**src/rtl/rca_sweep_bist.sv**
```systemverilog
// rca_sweep_bist: exhaustive operand sweep BIST for a ripple-carry adder/subtractor.
// Drives registered operands {b_out,a_out} = vec with a latched carry-in, waits
// SETTLE_CYCLES clocks per vector, then compares {cout_in,sum_in} against a golden
// model (MODE 0: a+b+cin, MODE 1: a+~b+cin) and accumulates a saturating error count.
// Optional build macro RCA_SWEEP_BIST_STOP_ON_FAIL_EN: stop at the first mismatch and
// hold the failing operands on a_out/b_out.
module rca_sweep_bist #(
    parameter int WIDTH         = 8,
    parameter int MODE          = 0,
    parameter int SETTLE_CYCLES = 1
) (
    input  logic                 clk,
    input  logic                 rst,
    input  logic                 start,
    input  logic                 cin_sel,
    output logic [WIDTH-1:0]     a_out,
    output logic [WIDTH-1:0]     b_out,
    output logic                 cin_out,
    input  logic [WIDTH-1:0]     sum_in,
    input  logic                 cout_in,
    output logic                 busy,
    output logic                 done,
    output logic                 pass,
    output logic [2*WIDTH-1:0]   err_count,
    output logic [WIDTH-1:0]     fail_a,
    output logic [WIDTH-1:0]     fail_b
);

    localparam int VW = 2 * WIDTH;
    localparam int EW = WIDTH + 1;
    localparam logic [3:0] SETTLE = 4'(SETTLE_CYCLES);

    typedef enum logic [1:0] {
        ST_IDLE,
        ST_WAIT,
        ST_CHECK,
        ST_DONE
    } state_t;

    state_t            r_state;
    logic [VW-1:0]     r_vec;
    logic [3:0]        r_wait;
    logic              r_cin;
    logic              r_busy;
    logic              r_done;
    logic              r_pass;
    logic [VW-1:0]     r_err;
    logic [WIDTH-1:0]  r_fail_a;
    logic [WIDTH-1:0]  r_fail_b;

    logic [WIDTH-1:0]  w_a;
    logic [WIDTH-1:0]  w_b;
    logic [WIDTH-1:0]  w_b_eff;
    logic [EW-1:0]     w_exp;
    logic              w_mis;
    logic [VW-1:0]     w_err_next;
    logic              w_last;

    assign w_a = r_vec[WIDTH-1:0];
    assign w_b = r_vec[VW-1:WIDTH];

    // Golden model and per-vector compare; error count saturates at all-ones
    always_comb begin
        w_b_eff    = (MODE == 1) ? ~w_b : w_b;
        w_exp      = {1'b0, w_a} + {1'b0, w_b_eff} + EW'(r_cin);
        w_mis      = (w_exp != {cout_in, sum_in});
        w_err_next = r_err;
        if (w_mis && !(&r_err)) begin
            w_err_next = r_err + VW'(1);
        end
        w_last     = &r_vec;
    end

    // Sweep sequencer: IDLE/DONE accept start, WAIT settles, CHECK compares and advances
    always_ff @(posedge clk or posedge rst) begin
        if (rst) begin
            r_state  <= ST_IDLE;
            r_vec    <= '0;
            r_wait   <= '0;
            r_cin    <= 1'b0;
            r_busy   <= 1'b0;
            r_done   <= 1'b0;
            r_pass   <= 1'b0;
            r_err    <= '0;
            r_fail_a <= '0;
            r_fail_b <= '0;
        end else begin
            case (r_state)
                ST_IDLE, ST_DONE: begin
                    if (start) begin
                        r_vec    <= '0;
                        r_cin    <= cin_sel;
                        r_err    <= '0;
                        r_fail_a <= '0;
                        r_fail_b <= '0;
                        r_done   <= 1'b0;
                        r_pass   <= 1'b0;
                        r_busy   <= 1'b1;
                        r_wait   <= SETTLE;
                        r_state  <= ST_WAIT;
                    end
                end
                ST_WAIT: begin
                    r_wait <= r_wait - 4'd1;
                    if (r_wait == 4'd1) begin
                        r_state <= ST_CHECK;
                    end
                end
                ST_CHECK: begin
                    r_err <= w_err_next;
                    if (w_mis && (r_err == '0)) begin
                        r_fail_a <= w_a;
                        r_fail_b <= w_b;
                    end
`ifdef RCA_SWEEP_BIST_STOP_ON_FAIL_EN
                    if (w_mis || w_last) begin
`else
                    if (w_last) begin
`endif
                        r_busy  <= 1'b0;
                        r_done  <= 1'b1;
                        r_pass  <= (w_err_next == '0);
                        r_state <= ST_DONE;
                    end else begin
                        r_vec   <= r_vec + VW'(1);
                        r_wait  <= SETTLE;
                        r_state <= ST_WAIT;
                    end
                end
                default: begin
                    r_state <= ST_IDLE;
                end
            endcase
        end
    end

    assign a_out     = w_a;
    assign b_out     = w_b;
    assign cin_out   = r_cin;
    assign busy      = r_busy;
    assign done      = r_done;
    assign pass      = r_pass;
    assign err_count = r_err;
    assign fail_a    = r_fail_a;
    assign fail_b    = r_fail_b;

endmodule

```
**config.mk**
```make
export PLATFORM = sky130hd
export DESIGN_NAME = rca_sweep_bist
export DESIGN_NICKNAME = d
export VERILOG_FILES = /design/src/rtl/rca_sweep_bist.sv
export SDC_FILE = /design/constraint.sdc
export NUM_CORES = 1
export LEC_CHECK = 0
export ABC_CLOCK_PERIOD_IN_PS = 3200
export CAP_MARGIN = 10
export CORE_ASPECT_RATIO = 0.5
export CORE_MARGIN = 4
export CORE_UTILIZATION = 48
export DETAILED_ROUTE_END_ITERATION = 6
export PLACE_DENSITY = 0.77
export REMOVE_ABC_BUFFERS = 1
export SLEW_MARGIN = 20
export SYNTH_ARGS = -nofsm -noshare
export SYNTH_HDL_FRONTEND = slang
export SYNTH_SLANG_ARGS = --single-unit
export TNS_END_PERCENT = 30
```
**constraint.sdc**
```tcl
create_clock -name clk -period 3.2 [get_ports clk]
set_clock_uncertainty 0.1 [all_clocks]
set_input_delay 0.96 -clock clk [delete_from_list [all_inputs] [get_ports clk]]
set_output_delay 0.96 -clock clk [all_outputs]
set_load 0.05 [all_outputs]
```
==> results.md, run 1 <==
* Unique masters post-synth at 60
* Final Power at 2.72 mW
* Flops & latches, synth at 58
* Number of global-route vias before repair at 3433
* Cell Int Power at 1.78 mW
* Min-delay src: fail_b[2]$_DFFE_PP0P_
* Worst setup SP type: flip-flop
* DP Wirelength at 6900 um
* Maximum clock insertion buffer count at 2
* Remaining Overflow, GRT at 0
* CP endpoint kind: flip-flop
* HP Class: reg2reg
* FF-to-FF End: pass$_DFFE_PP0P_
* First-pass GRT wire length at 16400 um
* Max-cap viol count at 0
* Slew headroom at 48.5%
* Synth warn at 0
* Clock buffer count from CTS at 9
* Root buffer cell: clkbuf_16
* Row count at 22
* Routing usage on met2 at 36.2%
* Max IR drop VDD at 0.292 mV
* Post-synth EDFFs at 0
* Core area at 7380 um2
* Final setup margin at -0.0122 ns
* Gr busiest metal: met2
* H-tree Lvls at 3
* Drt drc at 0
* Average cell area after synthesis at 8.86 um2
* Most common flop cell mapped by yosys: dfrtp_1
* Max-slew violations at 0
* Iteration count of the initial detailed-routing pass at 5
* Final period utilization at 100%
* Logic pwr share at 35.4%
* Final instance area at 5100 um2
* Hold Path Sink: fail_b[2]$_DFFE_PP0P_
* Peak Freq at 311 MHz
* Initial DRC count at 201
* Hold Path Stages at 2
* Setup Crit Path Kind: reg2reg
* Max FO, Critical Path at 8
* Async set or reset register ratio after synthesis at 100%
* Share of power burned in registers at 31.0%
* Layout Nets at 543
* I/O Pins at 65
* Fin Hold WS at 0.384 ns
* Die area at 9160 um2
* Final min period at 3.21 ns
* Initial antenna violation count at 0
* Final hold vios at 0
* Pin count of the biggest net entering global routing at 59
* Reg-to-reg setup timing slack at -0.01 ns
* WP data arrival at 3.36 ns
* Filler cells at 574
* Total track usage at 22.0%
* Required time worst endpoint at 3.35 ns
* Die Y at 69.7 um
* Failing checks: negative setup slack
* Die Wd at 131 um
* Vias at 3489
* Status: finished with violations
* Reg2Reg Depth at 14
* Cell Pwr Density at 532 nW/um2
* I/O Buffers at 64
* Setup_tns at -0.0122 ns
* Post-Syn Instances at 413
* Worst-margin pin slew at 0.764 ns
* Starting Density at 49.6%
* Final core utilization at 69.2%
* Sw frac at 34.6%
* RSZ-0062 raised after global routing: yes
* Total number of clock tree sinks at 58
* Clock power share at 33.5%
* GR Util met1 at 28.1%
* Ant diodes at 0
* FF+latch area at 1450 um2
* Post-route ant nets at 0
* CTS tree: yes
* Seq/Total Area, Yosys at 39.7%
* Dpl cell area at 4690 um2
* Via-per-instance ratio at 5.68
* Final WL at 10200 um
* Area Overhead vs Synth at 39.6%
* LEAKAGE at 2.19 nW
* RD Place Congestion at 0.893
* Final setup fails at 1
* Multi-input gate area at 2130 um2
* Met3 usage at 4.86%
* Mapped Area at 3660 um2
* Post-DR wirelength/cell at 16.6 um
* Layout cells sized above 1 at 17.8%
* P_sw at 939 uW
* Worst skew pair latency at 0.33 ns
* FF-to-FF Start: r_vec[8]$_DFFE_PP0P_
* CTS clock-pin slew for the worst setup and hold paths at 0.05 ns
-- layer usage --
layer	vias to the layer above	wire length (um)	share of wire (%)
li1	1685	-	-
met1	1681	4560	45
met2	106	4990	49
met3	17	466	4.6
met4	0	147	1.4
met5	-	0	0
-- power by group through the flow --
stage	logic, mW	clock network (mW)	registers (mW)
finish	0.963	0.911	0.843
global route	1.05	0.951	0.849
CTS	0.860	0.920	0.841
detailed placement	0.838	0	0.850
global placement	0.822	0	0.847
floorplan	0.419	0	0.933
-- stage by stage --
step | setup slack (ns) | instances
6_report | -0.0122 | 614
5_1_grt | -0.140 | 614
4_1_cts | -0.0464 | 612
3_5_place_dp | -0.348 | 595
3_3_place_gp | -0.337 | 595
2_1_floorplan | -0.678 | 390
-- timing repair --
item | 4_1_cts | 5_1_grt
hold buffers | 0 | 0
cloned | 0 | 2
gates resized for setup | 8 | 24
buffers inserted | 1 | 1
pin swaps | 8 | 3
endpoints found under the setup margin | 28 | 30
-- flip-flops by register name, summed over array words and instances, names as in the netlist --
register	count
busy	1
fail_b	8
r_vec	16
cin_out	1
fail_a	8
r_state	2
err_count	16
done	1
r_wait	4
pass	1
-- kinds of logic (layout without fill, tap and decap cells) --
logic type	count (synthesis)	in the layout	synth area share (%)
AND/OR/NAND/NOR	155	155	21.0
AO/OA/AOI/OAI	112	112	20.3
flip-flops	58	58	39.7
buffers and inverters	38	143	4.41
XOR/XNOR	27	27	6.47
adder cells (fa/ha/maj)	17	17	6.23
multiplexers	6	6	1.85
-- how the worst max path moves through the flow --
stage / from / to / slack (ns)
6_report: r_vec[8]$_DFFE_PP0P_ / pass$_DFFE_PP0P_ / -0.01
5_1_grt: r_vec[0]$_DFFE_PP0P_ / pass$_DFFE_PP0P_ / -0.14
4_1_cts: cin_out$_DFFE_PP0P_ / pass$_DFFE_PP0P_ / -0.05
3_5_place_dp: sum_in[5] / pass$_DFFE_PP0P_ / -0.35
3_3_place_gp: sum_in[5] / pass$_DFFE_PP0P_ / -0.34
2_1_floorplan: r_vec[0]$_DFFE_PP0P_ / pass$_DFFE_PP0P_ / -0.68
-- final cells by class --
class	instances	area share [%]
clock buffer	14	5.37
inverter	15	1.10
sequential	58	28.4
timing repair buffer	112	20.9
multi-input combinational	317	41.6
clock inverter	2	0.196
tap	96	2.35
-- worst max-delay path: stages, from the launching register on --
cell and delay (ns):
dfrtp_1 0.38, inv_2 0.08, fa_2 0.21, inv_2 0.04, fa_2 0.34, a21o_1 0.22, a31o_1 0.22, o21a_1 0.14
xnor2_2 0.15, nor4_4 0.27, buf_6 0.19, nor2_4 0.06, mux2_4 0.29, a211o_1 0.27, o31ai_2 0.16
-- synthesized netlist by cell type (all sizes together) (15+ instances only) --
master	instances	share of area [%]
a22o	15	3.6
a21oi	17	2.3
nor2	37	3.9
clkbuf	15	1.6
dfrtp	58	40
nand2	50	5.1
nand3	15	2.2
inv	15	1.5
xnor2	15	3.6
o21ai	40	5.5
ha	15	5.1
-- layout by cell type (no fill, tap or decap), drive strengths merged, types with 7 or more instances in the layout --
cell and count:
buf 46, dfrtp 58, inv 15, nand4 12, nor2 37, nand3 15
nand2 50, xor2 12, a22o 15, nor3 8, a21oi 17, and2 7
clkdlybuf4s50 63, clkbuf 16, ha 15, xnor2 15, a31oi 7, o21ai 40
(Power assumes the default switching activity.)
==> run 2, diff against run 1 <==
--- a/config.mk
+++ b/config.mk
@@ -13,6 +13,7 @@
 export DETAILED_ROUTE_END_ITERATION = 6
 export PLACE_DENSITY = 0.77
 export REMOVE_ABC_BUFFERS = 1
+export SKIP_CTS_REPAIR_TIMING = 1
 export SLEW_MARGIN = 20
 export SYNTH_ARGS = -nofsm -noshare
 export SYNTH_HDL_FRONTEND = slang
==> run 2 against run 1 <==
Compared with the run above: the flow still finishes with violations (negative setup slack); sequential share of layout area about the same; routed wire length down 0.49%; non-clock buffer count fell by 1; final area about the same; cell count shrank 0.16%; critical path depth unchanged; combinational power is 1% lower; critical path type unchanged.
==> results.md, run 2 (synthesis results as in run 1) <==
* Status: finished with violations (unchanged)
* Failing checks: negative setup slack (unchanged)
* Layout cells sized above 1 at 17.2% (was 17.8%)
* Post-route ant nets at 0 (unchanged)
* CP endpoint kind: flip-flop (unchanged)
* Final Power at 2.70 mW (was 2.72 mW)
* LEAKAGE at 2.19 nW (about the same)
* I/O Buffers at 64 (unchanged)
* Total track usage at 21.9% (was 22.0%)
* HP Class: reg2reg (unchanged)
* Initial antenna violation count at 0 (unchanged)
* Final hold vios at 0 (unchanged)
* CTS clock-pin slew for the worst setup and hold paths at 0.05 ns (about the same)
* Layout Nets at 542 (was 543)
* WP data arrival at 3.47 ns (was 3.36 ns)
* Vias at 3438 (was 3489)
* RSZ-0062 raised after global routing: yes (unchanged)
* CTS tree: yes (unchanged)
* Number of global-route vias before repair at 3429 (was 3433)
* Pin count of the biggest net entering global routing at 59 (unchanged)
* Drt drc at 0 (unchanged)
* Area Overhead vs Synth at 39.5% (was 39.6%)
* Final instance area at 5100 um2 (about the same)
* Setup Crit Path Kind: reg2reg (unchanged)
* H-tree Lvls at 3 (unchanged)
* Dpl cell area at 4690 um2 (unchanged)
* Max-slew violations at 0 (unchanged)
* Worst skew pair latency at 0.33 ns (about the same)
* First-pass GRT wire length at 16400 um (about the same)
* RD Place Congestion at 0.893 (unchanged)
* Total number of clock tree sinks at 58 (unchanged)
* Die Wd at 131 um (unchanged)
* Ant diodes at 0 (unchanged)
* Core area at 7380 um2 (unchanged)
* Max FO, Critical Path at 8 (unchanged)
* Root buffer cell: clkbuf_16 (unchanged)
* Maximum clock insertion buffer count at 2 (unchanged)
* Final setup margin at -0.124 ns (was -0.0122 ns)
* Setup_tns at -0.124 ns (was -0.0122 ns)
* DP Wirelength at 6900 um (unchanged)
* Initial DRC count at 170 (was 201)
* I/O Pins at 65 (unchanged)
* Final min period at 3.32 ns (was 3.21 ns)
* Max IR drop VDD at 0.292 mV (about the same)
* Die Y at 69.7 um (unchanged)
* Multi-input gate area at 2120 um2 (was 2130 um2)
* Filler cells at 579 (was 574)
* Commonest cells after routing, fill and taps aside: 63 x clkdlybuf4s50_1, 58 x dfrtp_1, 49 x nand2_1, 40 x buf_4, 35 x nor2_1 (was 63 x clkdlybuf4s50_1, 58 x dfrtp_1, 49 x nand2_1, 43 x buf_4, 35 x nor2_1)
* Via-per-instance ratio at 5.61 (was 5.68)
* Final setup fails at 1 (unchanged)
* Die area at 9160 um2 (unchanged)
* Row count at 22 (unchanged)
* Final WL at 10100 um (was 10200 um)
* Max-cap viol count at 0 (unchanged)
* Worst-margin pin slew at 0.774 ns (was 0.764 ns)
* Slew headroom at 47.8% (was 48.5%)
* Commonest non-fill, non-tap cell in the layout: clkdlybuf4s50_1 (unchanged)
* Cell Pwr Density at 529 nW/um2 (was 532 nW/um2)
* Worst setup SP type: flip-flop (unchanged)
* Post-DR wirelength/cell at 16.5 um (was 16.6 um)
* FF+latch area at 1450 um2 (unchanged)
* Iteration count of the initial detailed-routing pass at 4 (was 5)
* Starting Density at 49.6% (unchanged)
* Peak Freq at 301 MHz (was 311 MHz)
* Required time worst endpoint at 3.35 ns (about the same)
* Remaining Overflow, GRT at 0 (unchanged)
* Final period utilization at 104% (was 100%)
* Clock buffer count from CTS at 9 (unchanged)
## run 2: final timing paths
| path | startpoint | to | slack, ns | depth (start not counted) |
|---|---|---|---|---|
| max reg2reg | r_vec[0]$_DFFE_PP0P_ | pass$_DFFE_PP0P_ | -0.12 | 14 |
| min | fail_b[2]$_DFFE_PP0P_ | fail_b[2]$_DFFE_PP0P_ | 0.39 | 2 |
| max | r_vec[0]$_DFFE_PP0P_ | pass$_DFFE_PP0P_ | -0.12 | 14 |
| min reg2reg | fail_b[2]$_DFFE_PP0P_ | fail_b[2]$_DFFE_PP0P_ | 0.39 | 2 |
| max in group asynchronous | rst | err_count[9]$_DFFE_PP0P_ | 1.83 | 3 |
| min in group asynchronous | rst | fail_b[3]$_DFFE_PP0P_ | 0.90 | 3 |
## run 2: power breakdown
part | leakage (nW) | internal, mW | switching (mW) | total, mW
logic | 1.25 | 0.398 | 0.552 | 0.950
clock network | 0.143 | 0.584 | 0.324 | 0.908
registers | 0.794 | 0.790 | 0.0516 | 0.842
total | 2.19 | 1.77 | 0.927 | 2.70
## run 2: layout make-up
class                           instances  share of cell area, %
Inverter                               15                   1.10
Clock buffer                           14                   5.37
Tap cell                               96                   2.35
Multi-Input combinational cell        317                   41.5
Clock inverter                          2                  0.196
Timing Repair Buffer                  111                   21.0
Sequential cell                        58                   28.5
## run 2: metrics by stage
| stage | setup WS [ns] | hold slack [ns] | util [%] | std cells |
|---|---|---|---|---|
| finish | -0.124 | 0.385 | 69.1 | 613 |
| global route | -0.266 | 0.412 | 69.1 | 613 |
| CTS | -0.240 | 0.395 | 67.4 | 611 |
| detailed placement | -0.348 | 0.384 | 63.6 | 595 |
| global placement | -0.337 | 0.365 | 63.6 | 595 |
| floorplan | -0.678 | 0.351 | - | 390 |
## run 2: metal layers
metal,global-route usage [%],up-vias,part of all wire [%]
met5,0,-,0
met4,9.20,0,1.7
met2,35.9,109,49
li1,-,1689,-
met1,28.1,1619,42
met3,4.86,21,6.8
## run 2: critical path: stages, from the launching register on
cell     delay [ns]
dfrtp_1        0.38
inv_2          0.09
fa_2           0.22
inv_2          0.04
fa_2           0.34
a21o_1         0.19
a31o_1         0.26
o31ai_4        0.22
xnor2_2        0.11
nor4_4         0.28
buf_6          0.18
nor2_2         0.06
mux2_4         0.29
a211o_1        0.31
o31ai_2        0.16
==> run 3, diff against run 2 <==
--- a/config.mk
+++ b/config.mk
@@ -11,6 +11,7 @@
 export CORE_MARGIN = 4
 export CORE_UTILIZATION = 48
 export DETAILED_ROUTE_END_ITERATION = 6
+export HOLD_SLACK_MARGIN = 0.08
 export PLACE_DENSITY = 0.77
 export REMOVE_ABC_BUFFERS = 1
 export SKIP_CTS_REPAIR_TIMING = 1
==> results of run 3 <==
Same layout as run 2: the final DEF is identical, and so are final timing and power.
